[config.mk]
export PLATFORM = sky130hd
export DESIGN_NAME = adder_result_fifo
export DESIGN_NICKNAME = d
export VERILOG_FILES = /design/src/rtl/adder_result_fifo.sv
export SDC_FILE = /design/constraint.sdc
export NUM_CORES = 1
export LEC_CHECK = 0
export ABC_AREA = 1
export CORE_AREA = 2 2 119 121
export DETAILED_ROUTE_END_ITERATION = 12
export DIE_AREA = 0 0 121 123
export PLACE_DENSITY = 0.86
export SYNTH_ARGS = -nofsm -noshare
export SYNTH_HDL_FRONTEND = slang
export SYNTH_SLANG_ARGS = --single-unit
[constraint.sdc]
create_clock -name clk -period 3.5 [get_ports clk]
set_input_delay 0.7 -clock clk [delete_from_list [all_inputs] [get_ports clk]]
set_output_delay 0.7 -clock clk [all_outputs]
set_load 0.02 [all_outputs]
[src/rtl/adder_result_fifo.sv]
// adder_result_fifo: circular buffer holding prefix-adder results plus status flags.
// Latency: a push at edge N shows as out_valid in the cycle after N; the head is show-ahead from storage.
// Backpressure: in_ready is low whenever full, regardless of out_ready; out_ready is ignored while empty.
//
// Ports:
//   clk, rst              rising-edge clock, synchronous active-high reset
//   in_valid/in_ready     upstream handshake; in_a, in_b, in_sum captured on a push edge
//   out_valid/out_ready   downstream handshake; out_sum, out_flags show the head entry
//   count                 current occupancy (0..DEPTH)
//   total                 accepted-result counter, saturating at 16'hFFFF
//
// Build option: define ADDER_RESULT_FLAGS_EN to compute and store {carry, overflow, zero}
// per entry. Without it no flag storage exists and out_flags is tied to 3'b000.

module adder_result_fifo #(
  parameter int DEPTH = 4
) (
  input  logic                     clk,
  input  logic                     rst,
  input  logic                     in_valid,
  input  logic [31:0]              in_a,
  input  logic [31:0]              in_b,
  input  logic [31:0]              in_sum,
  output logic                     in_ready,
  output logic                     out_valid,
  input  logic                     out_ready,
  output logic [31:0]              out_sum,
  output logic [2:0]               out_flags,
  output logic [$clog2(DEPTH):0]   count,
  output logic [15:0]              total
);

  localparam int AW = $clog2(DEPTH);
  localparam int CW = AW + 1;
  localparam logic [CW-1:0] FULL_CNT = CW'(DEPTH);
  localparam logic [AW-1:0] LAST_PTR = AW'(DEPTH - 1);

  logic [31:0]   sum_mem [DEPTH];
  logic [AW-1:0] wr_ptr;
  logic [AW-1:0] rd_ptr;
  logic          push;
  logic          pop;

  // Status is derived from the occupancy register only, so a full buffer
  // refuses a push even in a cycle where the head is being popped.
  assign in_ready  = (count < FULL_CNT);
  assign out_valid = (count != '0);

  assign push = in_valid & in_ready;
  assign pop  = out_valid & out_ready;

  // Pointers, occupancy and the accepted counter.
  always_ff @(posedge clk) begin
    if (rst) begin
      wr_ptr <= '0;
      rd_ptr <= '0;
      count  <= '0;
      total  <= '0;
    end else begin
      if (push) begin
        wr_ptr <= (wr_ptr == LAST_PTR) ? '0 : wr_ptr + AW'(1);
      end
      if (pop) begin
        rd_ptr <= (rd_ptr == LAST_PTR) ? '0 : rd_ptr + AW'(1);
      end
      case ({push, pop})
        2'b10:   count <= count + CW'(1);
        2'b01:   count <= count - CW'(1);
        default: count <= count;
      endcase
      if (push && (total != 16'hFFFF)) begin
        total <= total + 16'd1;
      end
    end
  end

  // Storage is not reset; a push coincident with rst is dropped.
  always_ff @(posedge clk) begin
    if (!rst && push) begin
      sum_mem[wr_ptr] <= in_sum;
    end
  end

  assign out_sum = sum_mem[rd_ptr];

`ifdef ADDER_RESULT_FLAGS_EN
  logic [2:0] flag_mem [DEPTH];
  logic       carry;
  logic       overflow;
  logic       zero;

  // Carry-out shows up as the wrapped sum being smaller than an operand;
  // signed overflow as same-sign operands producing an opposite-sign sum.
  always_comb begin
    carry    = (in_sum < in_a);
    overflow = (in_a[31] == in_b[31]) && (in_sum[31] != in_a[31]);
    zero     = (in_sum == 32'd0);
  end

  always_ff @(posedge clk) begin
    if (!rst && push) begin
      flag_mem[wr_ptr] <= {carry, overflow, zero};
    end
  end

  assign out_flags = flag_mem[rd_ptr];
`else
  // Operands only feed the flag logic, which is absent in this build.
  logic unused_operands;
  assign unused_operands = ^{in_a, in_b};
  assign out_flags       = 3'b000;
`endif

endmodule

# Word level (Yosys, flattened, before mapping)
# Memories as Yosys holds them, arrays and structs flattened. A register that Yosys moved wholly into a read port is not among the register bits.
# Index checks and enable logic that the tools add are counted.
# classes
magnitude_cmp	1
n_mux	7
addsub	5
eq_ne	5
bitwise	2
n_reduce_logical	5
# op_table
op	n
16-bit by 1-bit adder with 16-bit output (second input constant)	1
16-bit inequality test (second input constant)	1
2-bit 2-to-1 mux	4
2-bit == test (second input constant)	3
3-bit one-hot mux with 2 select lines	1
2-bit by 1-bit adder with 2-bit output (second input constant)	2
3-bit by 1-bit adder with 3-bit output (second input constant)	1
3-bit less-than comparator (second input constant)	1
3-bit nonzero test	1
3-bit by 1-bit subtractor with 3-bit output (second input constant)	1
1-bit bitwise AND	2
2-bit by 1-bit == test with 1-bit output (second input constant)	1
1-bit logical AND	2
1-bit 2-to-1 mux	2
2-bit nonzero test	1
1-bit logical NOT	1
# totals
ramBits	128
word_cells	30
output_inout_bits	56
memories	1
ff_bits	23
in_bits	100
# memory_table
name	depth	width	read_ports	rd_ports_with_merged_regs	write_ports	line	source
sum_mem	4	32	1	1	1	38	logic [31:0] sum_mem [DEPTH];

# Longest topological paths before layout
# Gate-level depths: netlist of run 1.
# logic_depth
word_depth	5
mapped_depth	11
depth_no_buf	11

# Worst setup path before layout of run 1
# No wires, ideal clock.
# synth_path
path_type	in2reg
startpoint	in in_valid
endpoint	mem sum_mem[3][0], enable pin
stages	5
required_ns	3.079
n_path_buf	1
path_slack_ns	0.597
setup_ns	0.421
t_arrival_ns	2.482
path_cell_list	nand2_2 buf_2 inv_2 nand2_1 nor2_1
# synth_via
elab_chain_cells	4
# synth_rtl
item	line	source
from (decl)	20	input logic in_valid,
1-bit bitwise AND	49	assign push = in_valid & in_ready;
1-bit logical AND	79	if (!rst && push) begin
1-bit 2-to-1 mux	79	
1-bit 2-to-1 mux (implied by the code)	80	sum_mem[wr_ptr] <= in_sum;
to (decl)	38	
# No other way between the ends.

==> results.yml, run 1 <==
cells_and_area:
  fin_nets: 727
  fin_util: 0.580
  final_common_cell: "edfxtp_1"
  fin_cells: 812
  area_growth_pct: 27.6
  antennaDiodeCount: 0
  final_cell_mix: "edfxtp_1, nor2_1, clkdlybuf4s50_1"
  drive_gt1_frac: 0.106
pwr:
  peakVddDrop_mv: 0.343
  p_leak_nw: 2.74
  cellPowerDensity_nw_per_um2: 717
  power_mw: 5.65
floorplanning:
  dieHeight_um: 123
  row_count: 43
  die-area_um2: 14900
  die_x_um: 121
  io_pins: 156
  initial_core_util: 0.454
  core-area_um2: 13600
sta:
  fin_ws_ps: 346
  drv_slew: 0
  fin_tns_setup_ps: 0
  hold_violations: 0
  period_minus_slack_ps: 3150
  setup_viol: 0
  rsz0062_at_grt: "false"
  fin_crit_sh: 0.901
  timing.fmax_mhz: 317
  tightest_slew_ps: 504
  max_slew_margin: 0.664
  skew_ps: 6.05
synthesis:
  ys_seq_area_frac: 0.703
  synth_area_per_cell_um2: 11.8
  syn_area_um2: 6180
  ys_warn_count: 0
  synth_cell_type_count: 32
  synth_cells: 525
  ys_seq_elements: 153
worst_setup_path:
  worstPathArrival_ps: 2450
  reg2reg_depth: 6
  cp.required_ps: 2800
  critPathCaptureType: "primary output"
  r2r_start: "count[2]$_SDFFE_PP0P_"
  r2r-end: "sum_mem[1][1]$_DFFE_PP_"
  crit_path_max_fanout: 22
  endpoint: "out_sum[18]"
  path_class: "flop to primary output"
  rrSetupSlack_ps: 1470
  worstSetupStartpointType: "flop"
global_routing:
  overflow: 0
  grt_antenna_before_repair: 0
  grt_pass1_vias: 4361
  grt_max_degree: 39
  grt_pass1_wl_um: 20800
  gr-usage-all-layers: 0.186
clocking:
  cts_buffer_depth: 2
  cts_tree: "built"
  clock_tree.root_cell: "clkbuf_16"
  cts_made_buffers: 17
  cts_resized: 0
  path_clk_slew_ps: 60
  htreeDepth: 4
  cts_hold_buffers: 0
  cts_sinks: 153
  clk-insertion-delay-late_ps: 420
  cts_setup_buffers: 0
min_path:
  hold_class: "flop to flop"
routing:
  drtAntennaViolNets: 0
  drt-initial-drc-count: 356
  drt_wl_total_um: 13300
  vias: 4313
  routedWlPerCell_um: 16.4
  first_pass_iters: 5
  avgViaCountPerCell: 5.31
  drc_errors: 0
placement:
  dpl.hpwl_um: 8000
  io_buffers: 88
  dp_cells: 780
  globalplace.congestion: 0.874
  dp_slack_ps: 681
job:
  max_cap_viol_count: 0
run_status:
  status: "finished clean"
-- Yosys cell counts --
cell	number	area (um2)
ha_1	7	87.6
nor2_4	4	45.0
nand4_4	1	21.3
nor2_1	108	405
nor3_2	1	10.0
clkbuf_4	1	7.51
buf_1	1	3.75
dfxtp_1	25	500
clkbuf_1	13	48.8
buf_6	1	11.3
o211a_1	1	10.0
nand3_2	4	40.0
conb_1	1	3.75
nand2_2	4	25.0
o22ai_1	32	200
nor2_2	3	18.8
edfxtp_1	128	3840
nand2_1	38	143
and2_1	1	6.26
fa_1	1	20.0
buf_2	7	35.0
inv_2	4	15.0
a211oi_1	1	7.51
o21ai_1	8	40.0
nand3_1	14	70.1
buf_4	3	22.5
a21oi_1	17	85.1
nand2_4	1	11.3
nor3_1	1	5.00
inv_1	27	101
nand4_1	2	12.5
o21ai_0	65	325
-- layer usage --
layer	global-route usage	part of all wire	vias up
met3	0.0521	0.062	30
met2	0.319	0.51	165
met4	0.0908	0.018	0
met1	0.217	0.41	2076
li1	-	-	2042
met5	0	0	-
-- report_power, final --
part           leakage [nW]  switching [mW]  total, mW  internal (mW)
logic                  1.11            1.03       1.74          0.707
clock network         0.269           0.680       1.75           1.07
registers              1.37          0.0632       2.17           2.11
total                  2.74            1.77       5.65           3.88
-- how the worst min path moves through the flow --
| stage | start | endpoint | slack, ps | cells after the start |
|---|---|---|---|---|
| after floorplan | rd_ptr[1]$_SDFFE_PP0P_ | flop | 480 | 2 |
| after global placement | rd_ptr[1]$_SDFFE_PP0P_ | rd_ptr[1]$_SDFFE_PP0P_ | 490 | 2 |
| after detailed placement | rd_ptr[1]$_SDFFE_PP0P_ | rd_ptr[1]$_SDFFE_PP0P_ | 500 | 2 |
| after CTS | rd_ptr[1]$_SDFFE_PP0P_ | flop | 510 | 2 |
| after global routing | count[1]$_SDFFE_PP0P_ | count[1]$_SDFFE_PP0P_ | 550 | 2 |
| final | rd_ptr[1]$_SDFFE_PP0P_ | flop | 520 | 2 |
-- cells by family (layout without fill, tap and decap cells) --
logic type	Yosys count	in the layout	synth area share
and+or+nand+nor	182	182	0.132
DFF	153	153	0.703
AOI/OAI and AO/OA	124	124	0.108
buffers and inverters	57	162	0.0397
adders and majority gates	8	8	0.0174
other	1	3	0.000607
-- metrics by stage --
| stage | hold slack (ps) | area [um2] |
|---|---|---|
| after floorplan | 481 | 6190 |
| after global placement | 492 | 7320 |
| after detailed placement | 504 | 7320 |
| after CTS | 513 | 7890 |
| after global routing | 546 | 7890 |
| final | 517 | 7890 |
-- registers in the layout, summed over array words and instances (netlist names), named ones only --
name	flops
sum_mem	128
total	16
count	3
rd_ptr	2
wr_ptr	2
-- worst max-delay path, cell delays in order, from the launching register on --
cell and delay, ps:
dfxtp_1 610, buf_4 370, o21ai_0 160, o22ai_1 250
clkdlybuf4s50_1 650
-- layout make-up --
class	count	area, um2
tap	180	225
clock buffer	21	450
fill	1030	5720
multi-input combinational	317	1630
clock inverter	11	123
sequential	153	4350
timing repair buffer	99	1000
inverter	31	116
(Power assumes the default switching activity.)
==> inputs of run 2 (changes only) <==
TNS_END_PERCENT = 10   (was not set)
==> results of run 2 <==
Final layout, timing and power as in run 1 (identical DEF).
